==> config.mk <==
export PLATFORM = sky130hd
export DESIGN_NAME = vga_timing_gen
export DESIGN_NICKNAME = d
export VERILOG_FILES = /design/src/rtl/vga_timing_pkg.sv /design/src/rtl/vga_ce_div.sv /design/src/rtl/vga_timing_gen.sv
export SDC_FILE = /design/constraint.sdc
export NUM_CORES = 1
export LEC_CHECK = 0
export BUFFER_PORTS_ARGS = -buffer_cell sky130_fd_sc_hd__clkbuf_2
export CAP_MARGIN = 30
export CORE_UTILIZATION = 40
export CTS_BUF_LIST = sky130_fd_sc_hd__clkbuf_8
export CTS_CLUSTER_SIZE = 12
export DETAILED_ROUTE_END_ITERATION = 8
export PLACE_DENSITY = 0.73
export SETUP_SLACK_MARGIN = 0.5
export SLEW_MARGIN = 20
export SYNTH_ARGS = -nofsm -noshare
export SYNTH_HDL_FRONTEND = slang
export SYNTH_HIERARCHICAL = 1
export SYNTH_SLANG_ARGS = --single-unit
==> constraint.sdc <==
create_clock -name clk50 -period 6 [get_ports clk50]
set_input_delay 0.6 -clock clk50 [delete_from_list [all_inputs] [get_ports clk50]]
set_output_delay 0.6 -clock clk50 [all_outputs]
set_load 0.1 [all_outputs]
==> src/rtl/vga_timing_pkg.sv <==
// vga_timing_pkg: shared 640x480@60 (50 MHz) timing defaults and small helpers.
// Used by vga_timing_gen and by any picture source that needs to know the raster geometry.
package vga_timing_pkg;

  // Pixel clock divider: 50 MHz / 2 = 25 MHz, close enough to the nominal 25.175 MHz.
  localparam int DEF_CLK_DIV = 2;

  // Horizontal geometry in pixels.
  localparam int DEF_H_ACTIVE = 640;
  localparam int DEF_H_FP     = 16;
  localparam int DEF_H_SYNC   = 96;
  localparam int DEF_H_BP     = 48;

  // Vertical geometry in lines.
  localparam int DEF_V_ACTIVE = 480;
  localparam int DEF_V_FP     = 10;
  localparam int DEF_V_SYNC   = 2;
  localparam int DEF_V_BP     = 33;

  // Both syncs are active-low for this mode.
  localparam logic DEF_H_POL = 1'b0;
  localparam logic DEF_V_POL = 1'b0;

  // Counter and colour widths.
  localparam int DEF_HW    = 11;
  localparam int DEF_VW    = 10;
  localparam int DEF_RGB_W = 1;

  // Number of vertical colour bars in the test pattern.
  localparam int BAR_COUNT = 8;

  // Full line length including blanking.
  function automatic int h_total(input int active, input int fp, input int sync, input int bp);
    return active + fp + sync + bp;
  endfunction

  // Full frame height including blanking.
  function automatic int v_total(input int active, input int fp, input int sync, input int bp);
    return active + fp + sync + bp;
  endfunction

  // Width of a counter that runs 0..n-1; never narrower than one bit.
  function automatic int counter_width(input int n);
    return (n > 1) ? $clog2(n) : 1;
  endfunction

endpackage

==> src/rtl/vga_ce_div.sv <==
// vga_ce_div: divides clk50 into a one-cycle pixel enable.
// tick is the combinational "advance now" signal used by the raster counters in the same edge;
// pix_ce is its registered copy so it lines up with the counter values it describes.
module vga_ce_div
  import vga_timing_pkg::*;
#(
  parameter int CLK_DIV = DEF_CLK_DIV
) (
  input  logic clk50,
  input  logic rst,
  input  logic en,
  output logic tick,
  output logic pix_ce
);

  localparam int CW = counter_width(CLK_DIV);
  localparam logic [CW-1:0] DIV_LAST = CW'(CLK_DIV - 1);

  logic [CW-1:0] count;

  // The divider wraps on the same edge that the raster counters step, so tick is combinational.
  assign tick = en && !rst && (count == DIV_LAST);

  // Divider count and registered pixel enable; en low freezes the count and silences pix_ce.
  always_ff @(posedge clk50) begin
    if (rst) begin
      count  <= '0;
      pix_ce <= 1'b0;
    end else begin
      pix_ce <= tick;
      if (en) begin
        if (count == DIV_LAST) begin
          count <= '0;
        end else begin
          count <= count + 1'b1;
        end
      end
    end
  end

endmodule

==> src/rtl/vga_timing_gen.sv <==
// vga_timing_gen: parametrised VGA raster timing generator.
// Produces pixel/line counters, sync pulses, data enable, line/frame strobes and an optional test pattern.
// Every output is registered and describes the hst/vst held in the same cycle.
// Optional feature: define VGA_TESTPAT_EN to drive 8 vertical colour bars on rgb; otherwise rgb is 0.
module vga_timing_gen
  import vga_timing_pkg::*;
#(
  parameter int   CLK_DIV  = DEF_CLK_DIV,
  parameter int   H_ACTIVE = DEF_H_ACTIVE,
  parameter int   H_FP     = DEF_H_FP,
  parameter int   H_SYNC   = DEF_H_SYNC,
  parameter int   H_BP     = DEF_H_BP,
  parameter int   V_ACTIVE = DEF_V_ACTIVE,
  parameter int   V_FP     = DEF_V_FP,
  parameter int   V_SYNC   = DEF_V_SYNC,
  parameter int   V_BP     = DEF_V_BP,
  parameter logic H_POL    = DEF_H_POL,
  parameter logic V_POL    = DEF_V_POL,
  parameter int   HW       = DEF_HW,
  parameter int   VW       = DEF_VW,
  parameter int   RGB_W    = DEF_RGB_W
) (
  input  logic               clk50,
  input  logic               rst,
  input  logic               en,
  output logic               pix_ce,
  output logic [HW-1:0]      hst,
  output logic [VW-1:0]      vst,
  output logic               hsync,
  output logic               vsync,
  output logic               de,
  output logic               line_start,
  output logic               frame_start,
  output logic [3*RGB_W-1:0] rgb
);

  localparam int H_TOTAL = h_total(H_ACTIVE, H_FP, H_SYNC, H_BP);
  localparam int V_TOTAL = v_total(V_ACTIVE, V_FP, V_SYNC, V_BP);

  // Boundaries as full-width constants so every comparison is done at counter width.
  localparam logic [HW-1:0] H_LAST   = HW'(H_TOTAL - 1);
  localparam logic [HW-1:0] H_ACT    = HW'(H_ACTIVE);
  localparam logic [HW-1:0] HS_BEGIN = HW'(H_ACTIVE + H_FP);
  localparam logic [HW-1:0] HS_END   = HW'(H_ACTIVE + H_FP + H_SYNC);
  localparam logic [VW-1:0] V_LAST   = VW'(V_TOTAL - 1);
  localparam logic [VW-1:0] V_ACT    = VW'(V_ACTIVE);
  localparam logic [VW-1:0] VS_BEGIN = VW'(V_ACTIVE + V_FP);
  localparam logic [VW-1:0] VS_END   = VW'(V_ACTIVE + V_FP + V_SYNC);

  // Refuse to elaborate configurations the counters cannot represent.
  if (CLK_DIV < 1) begin : g_bad_clk_div
    $error("vga_timing_gen: CLK_DIV must be at least 1");
  end
  if (H_TOTAL > 2**HW) begin : g_bad_hw
    $error("vga_timing_gen: H_TOTAL does not fit in HW bits");
  end
  if (V_TOTAL > 2**VW) begin : g_bad_vw
    $error("vga_timing_gen: V_TOTAL does not fit in VW bits");
  end

  logic tick;

  vga_ce_div #(
    .CLK_DIV(CLK_DIV)
  ) u_ce_div (
    .clk50 (clk50),
    .rst   (rst),
    .en    (en),
    .tick  (tick),
    .pix_ce(pix_ce)
  );

  logic [HW-1:0] h_next;
  logic [VW-1:0] v_next;
  logic          hs_next;
  logic          vs_next;
  logic          de_next;

  // Position the raster moves to on the next pixel, plus the outputs that position implies.
  always_comb begin
    h_next = hst;
    v_next = vst;
    if (hst == H_LAST) begin
      h_next = '0;
      if (vst == V_LAST) begin
        v_next = '0;
      end else begin
        v_next = vst + 1'b1;
      end
    end else begin
      h_next = hst + 1'b1;
    end
    de_next = (h_next < H_ACT) && (v_next < V_ACT);
    hs_next = ((h_next >= HS_BEGIN) && (h_next < HS_END)) ? H_POL : ~H_POL;
    vs_next = ((v_next >= VS_BEGIN) && (v_next < VS_END)) ? V_POL : ~V_POL;
  end

  // Raster counters and timing outputs; they only move on a pixel tick, strobes clear otherwise.
  always_ff @(posedge clk50) begin
    if (rst) begin
      hst         <= H_LAST;
      vst         <= V_LAST;
      hsync       <= ~H_POL;
      vsync       <= ~V_POL;
      de          <= 1'b0;
      line_start  <= 1'b0;
      frame_start <= 1'b0;
    end else if (tick) begin
      hst         <= h_next;
      vst         <= v_next;
      hsync       <= hs_next;
      vsync       <= vs_next;
      de          <= de_next;
      line_start  <= (h_next == '0);
      frame_start <= (h_next == '0) && (v_next == '0);
    end else begin
      line_start  <= 1'b0;
      frame_start <= 1'b0;
    end
  end

`ifdef VGA_TESTPAT_EN

  // Bars are H_ACTIVE/8 pixels wide; a zero width would stall the bar counter, so clamp to 1.
  localparam int BAR_W   = (H_ACTIVE / BAR_COUNT > 0) ? (H_ACTIVE / BAR_COUNT) : 1;
  localparam int BCW     = counter_width(BAR_W);
  localparam logic [BCW-1:0] BAR_CNT_LAST = BCW'(BAR_W - 1);
  localparam logic [2:0]     BAR_MAX      = 3'(BAR_COUNT - 1);

  logic [2:0]         bar;
  logic [BCW-1:0]     bar_cnt;
  logic [2:0]         bar_next;
  logic [BCW-1:0]     bar_cnt_next;
  logic [3*RGB_W-1:0] colour_next;

  // Bar index for the next pixel: restart at the line start, step every BAR_W pixels, stop at the last bar.
  always_comb begin
    bar_next     = bar;
    bar_cnt_next = bar_cnt;
    if (h_next == '0) begin
      bar_next     = '0;
      bar_cnt_next = '0;
    end else if (bar_cnt == BAR_CNT_LAST) begin
      bar_cnt_next = '0;
      if (bar != BAR_MAX) begin
        bar_next = bar + 1'b1;
      end
    end else begin
      bar_cnt_next = bar_cnt + 1'b1;
    end
    colour_next = {{RGB_W{~bar_next[2]}}, {RGB_W{~bar_next[1]}}, {RGB_W{~bar_next[0]}}};
  end

  // Bar state and colour output, registered with the counters so rgb stays aligned with de.
  always_ff @(posedge clk50) begin
    if (rst) begin
      bar     <= '0;
      bar_cnt <= '0;
      rgb     <= '0;
    end else if (tick) begin
      bar     <= bar_next;
      bar_cnt <= bar_cnt_next;
      rgb     <= de_next ? colour_next : '0;
    end
  end

`else

  assign rgb = '0;

`endif

endmodule

# After elaboration in Yosys (flattened, before gate mapping)
# Index checks and enable logic that the tools add are counted.
# op_classes
add_sub_neg,3
mul,0
n_div,0
order_cmp,6
n_eq_ne,2
shift,0
muxes,6
bitwise,1
reduce_logical,10
# ops
op,n
$lt A11 B10 Y1 const B,2
$lt A10 B9 Y1 const B,2
$mux W10,2
$add A11 B1 Y11 const B,1
$eq A11 B10 Y1 const B,1
$ge A11 B10 Y1 const B,1
$logic_not A11 Y1,1
$mux W11,1
$add A10 B1 Y10 const B,1
$eq A10 B10 Y1 const B,1
$ge A10 B9 Y1 const B,1
$logic_not A10 Y1,1
$logic_and A1 B1 Y1,6
$mux W1,3
$reduce_or A2 Y1,1
$add A1 B1 Y1 const B,1
$logic_not A1 Y1,1
$not A1 Y1,1
# totals
register_bits,28
latch_bits,0
mem_bits_rw,0
mem_bits_ro,0
in_bits,3
out_inout_bits,30
memories,0

# Depth between registers and ports, before layout
# Gate-level depths: netlist (run 1).
# depth
depth_word,6
mapped_depth,8

# Cells and area by module
# Netlist (run 1), hierarchy kept.
# by_module_without_submodules
mod,instances,cells_per_inst,area_per_inst_um2,seq_area_each_um2
vga_timing_gen,1,235,1750.4,520.5
vga_ce_div,1,7,63.8,40.0

# Worst setup path after synthesis (run 1)
# Ideal clock, no wire load.
# synth_timing
kind,register -> register
from,register hst[0]
to,register de
setup_ns,0.119
arrival_ns,2.788
slack_ns,3.093
path_stages_with_launch,9
synth_period_minus_slack_ns,2.907
cell_sequence,dfxtp_1 -> ha_1 -> nand4_1 -> or3_4 -> buf_6 -> a211o_1 -> a21oi_1 -> nor2_1 -> a32o_1
# synth_between
elab_chain_len,4
word_cells_on_any_way,7
cone_classes,add/sub (1); order compare (2); eq/ne (1); mux (2); reduce/logical (1)
# synth_lines
element,line,source
start: declaration,vga_timing_gen.sv:27,"output logic [HW-1:0] hst,"
start signal: assignment,vga_timing_gen.sv:109,hst <= h_next;
$add A11 B1 Y11 / $eq A11 B10 Y1 (equally long branches),"vga_timing_gen.sv:91, vga_timing_gen.sv:83",
$mux W11 / $mux W10 (equally long branches),vga_timing_gen.sv:83,if (hst == H_LAST) begin
$lt A11 B10 Y1 / $lt A10 B9 Y1 (equally long branches),vga_timing_gen.sv:93,de_next = (h_next < H_ACT) && (v_next < V_ACT);
$logic_and A1 B1 Y1 (*),vga_timing_gen.sv:93,
end signal: assignment,vga_timing_gen.sv:113,de <= de_next;
end: declaration,vga_timing_gen.sv:31,"output logic de,"
# Every way passes the cells marked *; elsewhere a longest branch is shown, timed or not.
# A chain may end at the register's enable or synchronous reset.

# Final worst setup path (run 1)
# layout_timing
from,register hst[5]
to,register de
# The elaborated chain is that of the path after synthesis.

==> flow_summary.json, run 1 <==
{
  "status": "finished, violations left",
  "violations": "design-rule violations",
  "drt_iter0_markers": 159,
  "setup_tns_ns": 0,
  "grt_max_degree": 26,
  "cts_tree": "yes",
  "layout_common_cells": "29 x clkbuf_2, 28 x dfxtp_1, 25 x nor2_1",
  "gr-total-overflow": 0,
  "leakagePower_uw": 0.000807,
  "portBuffers": 29,
  "fmax_mhz": 392,
  "root_buffer": "clkbuf_8",
  "fin_util_pct": 45.5,
  "clkTransAtPathRegs_ns": 0.10,
  "required_ns": 6.18,
  "drive_gt1_share_pct": 16.5,
  "via_count": 1765,
  "final_nets": 263,
  "synth_edf_count": 0,
  "clkLatencyLatePin_ns": 0.28,
  "syn-cell-area_sq_um": 1810,
  "ctsHtreeMaxLevel": 1,
  "fp.dieH_um": 69.3,
  "hold_path_class": "reg -> reg",
  "n_fill_cell": 429,
  "final_common_cell": "clkbuf_2",
  "synth_area_leader_cell": "dfxtp_1",
  "die_width_um": 69.3,
  "grt_antenna_before_repair": 0,
  "ys_ff_latch": 28,
  "synthArstFlopShare_pct": 0,
  "power_uw": 428,
  "netlist_instances": 242,
  "area_delta_synth_final_pct": 9.24,
  "path_max_fanout": 16,
  "maxSlewHeadroom_pct": 63.1,
  "arrival_ns": 2.73,
  "skew_ns": 0.00593,
  "cts_buffers": 3,
  "ys.flop_type": "dfxtp_1",
  "critical_path_class": "reg -> reg",
  "cts_hold_buf": 0,
  "irDropWorstVdd_mv": 0.0809,
  "start_util_pct": 41.7,
  "drc": 1,
  "max-cap-violations": 0,
  "finalWirelength_um": 4190,
  "yosysWarnings": 6,
  "end_kind": "flop",
  "cts-resized-gates": 0,
  "min_period_ns": 2.55,
  "syn_area_per_cell_sq_um": 7.50,
  "rsz0062_at_grt": "no",
  "tightest_slew_ns": 0.552,
  "ys_seq_area_share_pct": 30.9,
  "rows": 24,
  "hold_path_depth": 2,
  "power.density_nw_per_um2": 216,
  "ant_nets": 0,
  "track_usage_pct": 17.9,
  "final_max_slew_viol_count": 0,
  "dieArea_sq_um": 4810,
  "r2r_cells": 6,
  "avgRoutedWirePerCell_um": 13.6,
  "hold_violations": 0,
  "dr.pass1.iters": 6,
  "fin_crit_sh_pct": 42.5,
  "grt_pass1_vias": 1538,
  "setup_viol": 0,
  "cts_setup_buffers": 0,
  "clock_sinks": 28,
  "yosysUniqueCellTypes": 55,
  "yosys.area.top_type_share_pct": 30.9,
  "n_antenna_cell": 0,
  "synth.area.top_cells": "dfxtp_1 31%, nor2_1 5.2%, nand2_1 4.3%, xnor2_1 4.3%, a21oi_1 3.9%",
  "globalplace.congestion": 0.863,
  "grt_pass1_wl_um": 7090,
  "clockBufferDepth": 2,
  "core_sq_um": 4350,
  "vias_per_cell": 5.75,
  "cp-start-kind": "flop",
  "place_hpwl_um": 3000,
  "num_io_pins": 33
}
cell usage after synthesis, drive strengths merged, types with 4 or more instances:
library cell / instances
a21oi: 14
a31oi: 9
and3: 7
buf: 5
clkbuf: 18
dfxtp: 28
inv: 9
nand2: 21
nand3: 10
nand4: 6
nor2: 26
nor3: 12
o21ai: 11
or4: 4
xnor2: 9
xor2: 6
metrics by stage:
stage / worst slack [ns] / cells / hold WS, ns / instance area (sq um)
after CTS: 3.47 / 307 / 0.486 / 1980
after floorplan: 3.09 / 244 / 0.445 / 1820
after global routing: 3.31 / 307 / 0.524 / 1980
after detailed placement: 3.44 / 304 / 0.467 / 1940
final: 3.45 / 307 / 0.484 / 1980
after global placement: 3.45 / 304 / 0.470 / 1940
cell families (layout without fill, tap and decap cells):
logic type                 Yosys count  in the layout  synth area share, %
buffers and inverters               32             43                 7.72
other                                1              3                0.207
DFF                                 28             28                 30.9
muxes                                1              1                0.552
and+or+nand+nor                    107            107                 31.6
AOI/OAI and AO/OA                   55             55                 19.7
adders and majority gates            3              3                 2.07
xor gates and xnor gates            15             15                 7.24
state kept, by name (all words and copies together) (netlist names):
signal and count:
de 1, vst 10, vsync 1, frame_start 1
line_start 1, u_ce_div/pix_ce 1, hst 11, hsync 1
u_ce_div/count 1
final timing paths:
| kind | slack [ns] | from | endpoint |
|---|---|---|---|
| setup / recovery | 3.45 | hst[5] | de |
| setup reg to reg | 3.45 | hst[5] | de |
| hold / removal | 0.48 | u_ce_div/count | u_ce_div/pix_ce |
| hold reg to reg | 0.48 | u_ce_div/count | u_ce_div/pix_ce |
critical path, stage by stage (launching register included):
cell,delay [ns]
dfxtp_1,0.49
or4_4,0.62
or3_4,0.47
or3_1,0.36
o21ai_1,0.18
nor2_1,0.09
a32o_1,0.24
layout make-up:
cell class / instances / area [sq um] / area share, %
timing repair buffer: 31 / 160 / 8.08
sequential: 28 / 561 / 28.3
clock buffer: 3 / 41.3 / 2.08
inverter: 9 / 33.8 / 1.70
multi-input combinational: 184 / 1120 / 56.6
tap: 52 / 65.1 / 3.28
metal layers:
layer	GRT usage (%)	up-vias	part of all wire [%]
met5	0	-	0
met4	7.48	0	2.4
met3	2.18	11	5.6
met2	26.0	63	42
met1	26.4	797	50
li1	-	894	-
power by group:
part / total, uW / switching, uW / internal, uW / leakage [uW]
Clock: 104 / 58.6 / 45.2 / 0.0000216
Combinational: 125 / 91.1 / 33.9 / 0.000558
Sequential: 199 / 8.63 / 191 / 0.000227
Note: power is estimated with default switching activity, not from simulation.
==> run 2, diff against run 1 <==
ABC_AREA = 1   (was unset)
clock period = 2.5 ns   (was 6 ns; I/O delays follow)
==> run 2 against run 1 <==
Compared with the run above:
- the flow now finishes without violations
- sequential cell count unchanged
- combinational power rose to 3.0 times the previous value
- sequential power grew 140%
- first-iteration DRC count down 34%
- die area decreased by 5.4%
==> flow_summary.json, run 2 <==
{
  "fp.dieH_um": 67.5,
  "portBuffers": 29,
  "area_delta_synth_final_pct": 20.0,
  "largest-register": "hst",
  "hold_path_class": "in -> reg",
  "hold_violations": 0,
  "setup_viol": 0,
  "setup_ws_ns": 0.661,
  "arrival_ns": 2.02,
  "via_count": 1776,
  "path_max_fanout": 13,
  "sequentialPowerShare_pct": 39.1,
  "syn-cell-area_sq_um": 1710,
  "final_nets": 306,
  "synthSimpleGateAreaFrac_pct": 41.3,
  "rrSetupSlack_ns": 0.66,
  "die_width_um": 67.5,
  "clock_sinks": 28,
  "power.density_nw_per_um2": 591,
  "vias_per_cell": 5.09,
  "yosys.area.top_type_share_pct": 32.7,
  "drt_iter0_markers": 105,
  "min_period_ns": 1.84,
  "cts_hold_buf": 0,
  "globalplace.congestion": 0.840,
  "synth_common_cells": "72 x nand2_1, 35 x inv_1, 34 x nor2_1, 28 x dfxtp_1, 25 x nand3_1",
  "clockBufferDepth": 2,
  "grt_pass1_wl_um": 6840,
  "maxSlewHeadroom_pct": 63.8,
  "combPwrFrac_pct": 31.4,
  "drc": 0,
  "dieArea_sq_um": 4550,
  "irDropWorstVdd_mv": 0.281,
  "cp-start-kind": "flop",
  "synth.area.top_cells": "dfxtp_1 33%, nand2_1 16%, inv_1 7.7%, nor2_1 7.4%, nand3_1 7.3%",
  "max-cap-violations": 0,
  "netlist_instances": 267,
  "n_fill_cell": 400,
  "grt_pass1_vias": 1566,
  "leakagePower_uw": 0.00103,
  "num_io_pins": 33,
  "fin_crit_sh_pct": 73.6,
  "critical_path_class": "reg -> reg",
  "drive_gt1_share_pct": 25.4,
  "skew_ns": 0.00445,
  "yosysUniqueCellTypes": 30,
  "gr-total-overflow": 0,
  "final_max_slew_viol_count": 0,
  "setup.worst_path.start": "u_ce_div/count",
  "power_switching_uw": 434,
  "track_usage_pct": 19.4,
  "ys_ff_latch": 28,
  "cts_buffers": 3,
  "end_kind": "flop",
  "ys_seq_area_share_pct": 32.7,
  "required_ns": 2.69,
  "r2r_start": "u_ce_div/count",
  "cts_tree": "yes",
  "synth_area_leader_cell": "dfxtp_1",
  "synthMuxAreaShare_pct": 0,
  "switching_share_pct": 35.7,
  "dr.pass1.iters": 4,
  "tightest_slew_ns": 0.545,
  "synth_edf_count": 0,
  "worstReg2RegEnd": "hsync",
  "core_sq_um": 4060,
  "finalWirelength_um": 4130,
  "start_util_pct": 42.2,
  "clockPowerShare_pct": 29.5,
  "top_regs": "hst x11, vst x10",
  "post-place-ws_ns": 0.325,
  "post-synth-top-count-cell": "nand2_1",
  "final_common_cell": "nand2_1",
  "intPower_uw": 781,
  "grt_antenna_before_repair": 0,
  "syn_area_per_cell_sq_um": 6.42,
  "synth-xor-area-share_pct": 2.48,
  "synth_fa_ha_area_share_pct": 2.19,
  "synth_top_family_by_area": "simple AND/OR/NAND/NOR gates",
  "yosysWarnings": 6,
  "largest_reg_flops": 11,
  "synthArstFlopShare_pct": 0,
  "status": "complete, no violations",
  "rows": 23,
  "ys.flop_type": "dfxtp_1",
  "rsz0062_at_grt": "yes",
  "n_antenna_cell": 0,
  "ant_nets": 0,
  "place_hpwl_um": 3170,
  "setup_tns_ns": 0,
  "layout_common_cells": "71 x nand2_1, 34 x inv_1, 33 x nor2_1",
  "fmax_mhz": 544,
  "ctsHtreeMaxLevel": 1,
  "root_buffer": "clkbuf_8",
  "r2r_cells": 7,
  "clkLatencyLatePin_ns": 0.28,
  "grt_max_degree": 17,
  "critPathCapture": "hsync",
  "avgRoutedWirePerCell_um": 11.8,
  "clkTransAtPathRegs_ns": 0.09,
  "synth_compound_area_share_pct": 10.1
}
run 2: changes by cell type in the layout (fill, tap and decap cells not counted), moves of 6 or more:
cell     before  now
a31oi_1       9    0
xnor2_1       9    1
o22ai_1       1    7
and3_1        7    0
nor3_1       11    5
dfxtp_2       0   18
inv_1         9   34
nand2_1      21   71
dfxtp_1      28    8
nor2_1       25   33
nand3_1      10   25
run 2: layer usage:
| layer | global-route usage, % | wire length [um] | vias to the layer above |
|---|---|---|---|
| met1 | 26.0 | 1980 | 801 |
| met5 | 0 | 0 | - |
| li1 | - | - | 922 |
| met2 | 32.7 | 1950 | 46 |
| met4 | 5.59 | 58 | 0 |
| met3 | 1.86 | 146 | 7 |
run 2: layout make-up:
type / instances / area, sq um / share of cell area [%]
clock inverters: 1 / 30.0 / 1.46
repair buffers: 34 / 195 / 9.49
well taps: 50 / 62.6 / 3.04
multi-input cells: 197 / 1000 / 48.7
flip-flops and latches: 28 / 591 / 28.7
clock buffers: 3 / 41.3 / 2.01
inverters: 36 / 135 / 6.57
run 2: worst min-delay path by stage:
stage          from               to  slack [ns]  cells after the start
2_1_floorplan   rst  u_ce_div/pix_ce        0.32                      1
3_3_place_gp     de               de        0.45                      2
3_5_place_dp     de               de        0.45                      2
4_1_cts         rst  u_ce_div/pix_ce        0.19                      2
5_1_grt         rst  u_ce_div/pix_ce        0.20                      2
6_report        rst  u_ce_div/pix_ce        0.19                      2
run 2: through the flow:
| step | std cells | power (uW) | cell area, sq um | util [%] | hold slack (ns) |
|---|---|---|---|---|---|
| 6_report | 349 | 1210 | 2060 | 50.7 | 0.191 |
| 5_1_grt | 349 | 1280 | 2060 | 50.7 | 0.202 |
| 4_1_cts | 346 | 1180 | 2000 | 49.2 | 0.192 |
| 3_5_place_dp | 342 | 824 | 1920 | 47.4 | 0.447 |
| 3_3_place_gp | 342 | 821 | 1920 | 47.4 | 0.453 |
| 2_1_floorplan | 269 | 777 | 1750 | - | 0.322 |
run 2: worst max-delay path, stage by stage, from the launching register on:
cell,delay [ns]
dfxtp_1,0.33
nand2_2,0.08
nor2_1,0.09
nor2_2,0.42
inv_1,0.36
or2_2,0.36
nand2_1,0.07
inv_1,0.03
run 2: kinds of logic after synthesis:
group,after synthesis
flip-flops,28
AND/OR/NAND/NOR,157
XOR/XNOR,4
adder cells (fa/ha/maj),3
AO/OA/AOI/OAI,30
buffers and inverters,44
other,1
run 2: timing repair:
action                     CTS  global route
pin swaps                    0             1
buffers inserted             0             3
resized for setup            1             6
setup endpoints to repair    1             4
run 2: power by group through the flow:
stage | combinational, uW | clock, uW | sequential [uW]
after CTS | 342 | 363 | 474
after floorplan | 218 | 0 | 559
after global routing | 420 | 380 | 477
after detailed placement | 340 | 0 | 484
after global placement | 337 | 0 | 484
final | 381 | 359 | 475
